==> config.mk <==
export PLATFORM = sky130hd
export DESIGN_NAME = piso_serializer
export DESIGN_NICKNAME = d
export VERILOG_FILES = /design/src/rtl/sinewave_pkg.sv /design/src/rtl/bit_tick_gen.sv /design/src/rtl/piso_serializer.sv
export SDC_FILE = /design/constraint.sdc
export NUM_CORES = 1
export LEC_CHECK = 0
export CORE_MARGIN = 4
export CORE_UTILIZATION = 46
export DETAILED_ROUTE_END_ITERATION = 10
export PLACE_DENSITY = 0.73
export SKIP_CTS_REPAIR_TIMING = 1
export SLEW_MARGIN = 20
export SYNTH_ARGS = -nofsm -noshare
export SYNTH_HDL_FRONTEND = slang
export SYNTH_SLANG_ARGS = --single-unit
export TNS_END_PERCENT = 30
==> constraint.sdc <==
create_clock -name clk -period 1.65 [get_ports clk]
set_input_delay 0.165 -clock clk [delete_from_list [all_inputs] [get_ports clk]]
set_output_delay 0.165 -clock clk [all_outputs]
set_load 0.005 [all_outputs]
==> src/rtl/sinewave_pkg.sv <==
// Shared definitions for the sine-wave serial datapath, so the serializer and
// the deserializer agree on state encodings and the default word length.
package sinewave_pkg;

  localparam int DEFAULT_WIDTH = 12;

  typedef enum logic [1:0] {
    IDLE  = 2'd0,
    SHIFT = 2'd1,
    LAST  = 2'd2
  } state_t;

endpackage

==> src/rtl/bit_tick_gen.sv <==
// Bit-period strobe generator: while run is high, tick fires on the last
// cycle of every DIV-cycle period. Counter is held at zero when not running.
module bit_tick_gen #(
  parameter int DIV = 1
) (
  input  logic clk,
  input  logic rst,
  input  logic run,
  output logic tick
);

  localparam logic [7:0] TERM = 8'(DIV - 1);

  logic [7:0] div_cnt;

  always_ff @(posedge clk) begin
    if (rst || !run) begin
      div_cnt <= 8'd0;
    end else if (div_cnt == TERM) begin
      div_cnt <= 8'd0;
    end else begin
      div_cnt <= div_cnt + 8'd1;
    end
  end

  assign tick = run && (div_cnt == TERM);

endmodule

==> src/rtl/piso_serializer.sv <==
// Parallel-in serial-out transmitter: loads a word on load&&ready and shifts
// it out MSB-first, one bit per DIV cycles, with FRAME/SO_en/DONE framing.
module piso_serializer
  import sinewave_pkg::*;
#(
  parameter int   WIDTH      = DEFAULT_WIDTH,
  parameter int   DIV        = 1,
  parameter logic IDLE_LEVEL = 1'b1
) (
  input  logic             clk,
  input  logic             rst,
  input  logic [WIDTH-1:0] PDATA,
  input  logic             load,
  output logic             ready,
  output logic             SO,
  output logic             SO_en,
  output logic             FRAME,
  output logic             DONE
);

  localparam int CW = (WIDTH > 1) ? $clog2(WIDTH) : 1;

  // Handshake: a word transfers on any rising edge where load && ready.
  // ready is high in IDLE and LAST, low for the whole SHIFT phase.

  state_t           state;
  state_t           state_nxt;
  logic [WIDTH-1:0] sreg;
  logic [CW-1:0]    bit_cnt;
  logic             tick;
  logic             load_accept;

  assign load_accept = load && (state != SHIFT);

  bit_tick_gen #(
    .DIV (DIV)
  ) u_tick (
    .clk  (clk),
    .rst  (rst),
    .run  (state == SHIFT),
    .tick (tick)
  );

  always_ff @(posedge clk) begin
    if (rst) begin
      state   <= IDLE;
      sreg    <= '0;
      bit_cnt <= '0;
    end else begin
      state <= state_nxt;
      if (load_accept) begin
        sreg    <= PDATA;
        bit_cnt <= CW'(WIDTH - 1);
      end else if ((state == SHIFT) && tick && (bit_cnt != '0)) begin
        sreg    <= sreg << 1;
        bit_cnt <= bit_cnt - 1'b1;
      end
    end
  end

  always_comb begin
    state_nxt = state;
    ready     = 1'b1;
    SO        = IDLE_LEVEL;
    SO_en     = 1'b0;
    FRAME     = 1'b0;
    DONE      = 1'b0;
    case (state)
      IDLE: begin
        if (load) state_nxt = SHIFT;
      end
      SHIFT: begin
        ready = 1'b0;
        SO    = sreg[WIDTH-1];
        SO_en = tick;
        FRAME = 1'b1;
        if (tick && (bit_cnt == '0)) state_nxt = LAST;
      end
      LAST: begin
        DONE      = 1'b1;
        state_nxt = load ? SHIFT : IDLE;
      end
      default: state_nxt = IDLE;
    endcase
  end

endmodule

== Word level (Yosys, flattened, before mapping) ==
Index checks and enable logic that the tools add are counted.

* Flip-flop bits (word level): 26
* Bits of input ports: 15
* Output and inout port bits: 5
* Word-level logic and storage cells: 40

* Add/sub/neg operators: 2
* Equality and inequality tests: 5
* Multiplexer cells: 13
* Reductions and logical operators: 15

{| class="wikitable"
|+ Operators with widths
! cell !! count
|-
| 12-bit two-way mux || 2
|-
| 8-bit by 1-bit adder with 8-bit output (second input constant) || 1
|-
| 8-bit zero test || 1
|-
| 4-bit two-way mux || 2
|-
| 1-bit two-way mux || 6
|-
| 2-bit one-hot mux with 3 select lines || 1
|-
| 1-bit logical AND || 5
|-
| 4-bit zero test || 1
|-
| 2-bit two-way mux || 2
|-
| 2-bit != test (second input constant) || 2
|-
| 4-bit nonzero test || 1
|-
| 2-bit OR reduction || 2
|-
| 4-bit by 1-bit subtractor with 4-bit output (second input constant) || 1
|-
| 2-bit by 1-bit equality test with 1-bit output (second input constant) || 1
|-
| 2-bit equality test (second input constant) || 1
|-
| 2-bit zero test || 1
|-
| 2-bit by 1-bit != test with 1-bit output (second input constant) || 1
|-
| 2-bit AND reduction || 1
|-
| 2-bit nonzero test || 1
|-
| 1-bit zero test || 1
|-
| 1-bit logical OR || 1
|}

== Longest topological paths before layout ==
* Depth after elaboration: 6
* Gate-level depth with buffers: 8
* Gate-level depth less buffers: 6

== By module ==
Synthesis repeated with hierarchy kept, for this count alone.

* Cell total of the unflattened synthesis: 149
* Area total of the unflattened synthesis: 1333.8 sq um

{| class="wikitable"
|+ Modules (own cells, without submodules)
! module !! times used !! cells an instance !! area an instance (sq um) !! sequential area each (sq um)
|-
| piso_serializer || 1 || 107 || 965.9 || 360.3
|-
| bit_tick_gen || 1 || 42 || 367.9 || 160.2
|}

== Worst setup path after synthesis ==
No wires, ideal clock.

* Path kind: register to register
* From: register bit_cnt[0]
* To: register sreg[2]
* Library setup time: 0.132 ns
* Data arrival time: 1.587 ns
* Required time: 1.518 ns
* Slack: -0.069 ns
* Cell stages (with the launch flop): 9
* Path buffers: 2
* Period minus slack after synthesis: 1.719 ns
* Cell sequence: dfxtp_1 > inv_1 > ha_1 > or3b_1 > and4_1 > buf_4 > buf_6 > a22oi_1 > a21oi_1

* Word-level cells in the longest chain between the ends: 3

{| class="wikitable"
|+ Ends and longest elaborated chain
! what !! RTL line !! RTL
|-
| start, declared || piso_serializer.sv:29 || <nowiki>logic [CW-1:0] bit_cnt;</nowiki>
|-
| start signal, assigned || piso_serializer.sv:53 || <nowiki>bit_cnt <= CW'(WIDTH - 1);</nowiki>
|-
| start signal, assigned || piso_serializer.sv:56 || <nowiki>bit_cnt <= bit_cnt - 1'b1;</nowiki>
|-
| 4-bit nonzero test || piso_serializer.sv:54 || <nowiki>end else if ((state == SHIFT) && tick && (bit_cnt != '0)) begin</nowiki>
|-
| 1-bit logical AND || piso_serializer.sv:54 ||
|-
| 2-bit nonzero test (no source line) || -- ||
|-
| end signal, assigned || piso_serializer.sv:55 || <nowiki>sreg <= sreg << 1;</nowiki>
|-
| end, declared || piso_serializer.sv:28 || <nowiki>logic [WIDTH-1:0] sreg;</nowiki>
|}

Every way passes these cells.
A chain may end at the register's enable or synchronous reset.

== Worst setup path in the final report ==
* From: register u_tick.div_cnt[1]
* To: output port SO_en

* Word-level cells in the longest chain between the ends: 3

{| class="wikitable"
|+ Ends and longest elaborated chain
! what !! RTL line !! RTL
|-
| start, declared || bit_tick_gen.sv:14 || <nowiki>logic [7:0] div_cnt;</nowiki>
|-
| start signal, assigned || bit_tick_gen.sv:22 || <nowiki>div_cnt <= div_cnt + 8'd1;</nowiki>
|-
| 8-bit zero test || bit_tick_gen.sv:26 || <nowiki>assign tick = run && (div_cnt == TERM);</nowiki>
|-
| 1-bit logical AND || bit_tick_gen.sv:26 ||
|-
| 1-bit two-way mux || piso_serializer.sv:68 || <nowiki>case (state)</nowiki>
|-
| end, declared || piso_serializer.sv:16 || <nowiki>output logic SO_en,</nowiki>
|}

Every way passes these cells.

==> impl_metrics.env <==
export IMPL_status="completed"
export IMPL_hold_violations=0
export IMPL_synth_edff_count=0
export IMPL_yosysSeqAreaShare=0.4402
export IMPL_synth_top_cell_area_share=0.4402
export IMPL_dieArea_sq_um=3446
export IMPL_switching_power_w=0.0003734
export IMPL_fp_coreArea_sq_um=2455
export IMPL_max_freq_mhz=613.1
export IMPL_p_leak_nw=0.6344
export IMPL_synth_area_leaders="dfxtp_1 (44%), a22oi_1 (5.7%), nand3_1 (5.1%)"
export IMPL_async_reset_ff_frac=0
export IMPL_timing_worst_setup_path_type="flip-flop to output port"
export IMPL_use_met2=0.2456
export IMPL_fin_hold_ws_ps=363.9
export IMPL_crit_path_max_fanout=2
export IMPL_min_path_cells=3
export IMPL_powerDensity_nw_per_um2=818.0
export IMPL_synth_top_area_cell="dfxtp_1"
export IMPL_synthFlopType="dfxtp_1"
export IMPL_final_nets=188
export IMPL_antenna_found_initial=0
export IMPL_clockRootBuffer="clkbuf_4"
export IMPL_crit_required_ps=1480
export IMPL_fill_cells=199
export IMPL_worst_pin_slew_ps=344.9
export IMPL_finalPower_w=0.001362
export IMPL_path_clk_slew_ps=140
export IMPL_dp_slack_ps=-19.06
export IMPL_htree_num_levels=1
export IMPL_die_y_microns=58.70
export IMPL_worstPathArrival_ps=1470
export IMPL_power_frac_clock=0.241
export IMPL_p_comb_frac=0.250
export IMPL_timing_rr_start="bit_cnt[0]"
export IMPL_cts_tree="done"
export IMPL_finalSetupViolations=0
export IMPL_hold_path_startpoint="PDATA[0]"
export IMPL_syn_cell_area_sq_um=1182
export IMPL_clock_skew_ps=2.728
export IMPL_netlist_top_cells_count="dfxtp_1 (26), nor2_1 (13), nand3_1 (12), a21oi_1 (11), a22oi_1 (9)"
export IMPL_gp_congestion=0.7902
export IMPL_busiest_layer="met2"
export IMPL_maxCapViolations=0
export IMPL_initial_utilization=0.4817
export IMPL_grt_pass1_vias=988
export IMPL_worst_setup_path_end_kind="output port"
export IMPL_grt_use_total=0.1583
export IMPL_drcViolationCount=0
export IMPL_synth_nets=152
export IMPL_syn_to_final_growth_pct=40.85
export IMPL_cts_buffers=3
export IMPL_r2r_cells=6
export IMPL_use_met1=0.2171
export IMPL_num_antenna_cells=0
export IMPL_drv_slew=0
export IMPL_worstHoldEndpoint="sreg[0]"
export IMPL_internal_power_w=0.0009890
export IMPL_cp_start_kind="flip-flop"
export IMPL_grt_max_degree=15
export IMPL_yosysUniqueCellTypes=34
export IMPL_cts_sinks=26
export IMPL_met3_usage=0.01974
export IMPL_ys_ff_latch=26
export IMPL_min_period_over_period=0.9885
export IMPL_clk_path_buf_depth=2
export IMPL_synth_most_common_cell="dfxtp_1"
export IMPL_fin_setup_tns_ps=0
export IMPL_dieWidth_microns=58.70
export IMPL_rows=18
export IMPL_drt_iter0_markers=28
export IMPL_worst_ir_drop_vdd_v=0.0006303
export IMPL_dr_pass1_iters=4
export IMPL_via_per_inst=5.412
export IMPL_syn_inst=134
export IMPL_port_buffers=19
export IMPL_vias=1077
export IMPL_rsz0062_at_grt="true"
export IMPL_slew_headroom=0.7683
export IMPL_drive_gt1_frac=0.3018
export IMPL_regArea_sq_um=528.0
export IMPL_hp_class="input port to flip-flop"
export IMPL_yosys_warnings=0
export IMPL_swShare=0.2741
export IMPL_insertion_delay_ps=330
export IMPL_dp_hpwl_microns=1939
export IMPL_synth_avg_cell_area_sq_um=8.824
export IMPL_setup_slack_ps=19.01
export IMPL_multi_input_area_sq_um=670.6
export IMPL_wl_microns=2774
export IMPL_p_seq_frac=0.509
export IMPL_fin_crit_ps=1631
export IMPL_wl_per_cell_microns=13.94
export IMPL_reg2reg_slack_ps=40
export IMPL_ant_nets=0
export IMPL_grt_overflow=0
export IMPL_grt_first_pass_wirelength_microns=4222
export IMPL_ioPinCount=20
export IMPL_r2r_end="sreg[11]"
==> metal layers <==
layer / wire length [microns] / vias to the layer above / share of wire
met5: 0 / - / 0
met4: 62 / 0 / 0.022
met3: 128 / 6 / 0.046
met2: 1343 / 27 / 0.48
met1: 1239 / 496 / 0.45
li1: - / 548 / -
==> cells in the final DEF, fill, tap and decap left out, types with 2 or more instances in the layout <==
| master | count |
|---|---|
| buf_8 | 2 |
| or3_1 | 2 |
| nand2_1 | 5 |
| a211oi_1 | 2 |
| a31oi_1 | 2 |
| inv_1 | 2 |
| nor3_1 | 4 |
| ha_4 | 2 |
| xnor2_1 | 3 |
| inv_2 | 4 |
| clkbuf_4 | 3 |
| dfxtp_2 | 6 |
| nor2_1 | 13 |
| buf_4 | 18 |
| nand4_1 | 2 |
| a21oi_1 | 11 |
| a22oi_1 | 8 |
| nand3_1 | 12 |
| dfxtp_1 | 20 |
| nor2b_1 | 2 |
| clkdlybuf4s50_1 | 17 |
| xor2_1 | 3 |
==> worst max-delay path, cell delays in order, from the launching register on <==
cell and delay (ps):
dfxtp_2 350, inv_2 60, ha_4 120, nor4b_4 190
buf_4 150, nand2_2 50, nor2_1 100, buf_2 110
==> per-stage QoR <==
| stage | cell area [sq um] | utilization | cells |
|---|---|---|---|
| after floorplan | 1191 | - | 134 |
| after detailed placement | 1503 | 0.6121 | 192 |
| final | 1665 | 0.6784 | 199 |
| after global routing | 1665 | 0.6784 | 199 |
| after CTS | 1539 | 0.6269 | 196 |
| after global placement | 1503 | 0.6121 | 192 |
==> cells by family after synthesis <==
group                      after synthesis  share of synthesized area
and+or+nand+nor                         54                     0.2593
AOI/OAI and AO/OA                       29                     0.1619
DFF                                     26                     0.4402
buffers and inverters                   16                    0.06243
xor gates and xnor gates                 6                    0.04445
adders and majority gates                3                    0.03175
==> worst max-delay path by stage <==
stage	from	to	slack, ps
floorplan	bit_cnt[0]	sreg[2]	6
global placement	u_tick.div_cnt[0]	sreg[10]	40
detailed placement	u_tick.div_cnt[1]	sreg[10]	-20
CTS	u_tick.div_cnt[1]	SO_en	-300
global route	u_tick.div_cnt[1]	SO_en	-90
finish	u_tick.div_cnt[1]	SO_en	20
==> sequential cells by signal, indices dropped and copies added (netlist names) <==
| register | count |
|---|---|
| state | 2 |
| u_tick.div_cnt | 8 |
| bit_cnt | 4 |
| sreg | 12 |
==> area by class of cell <==
cell class	instances	area share
clock buffer	4	0.02179
inverter	7	0.01728
multi-input combinational	92	0.4027
sequential	26	0.3171
tap	30	0.02254
timing repair buffer	40	0.2186
==> power groups by stage <==
stage                     Sequential [W]  Combinational, W  Clock (W)
after detailed placement        0.000703          0.000281          0
final                           0.000694          0.000340   0.000328
after global placement          0.000702          0.000271          0
after floorplan                 0.000698          0.000166          0
after global routing            0.000700          0.000369   0.000371
after CTS                       0.000689          0.000281   0.000330
Note: power is estimated with default switching activity, not from simulation.
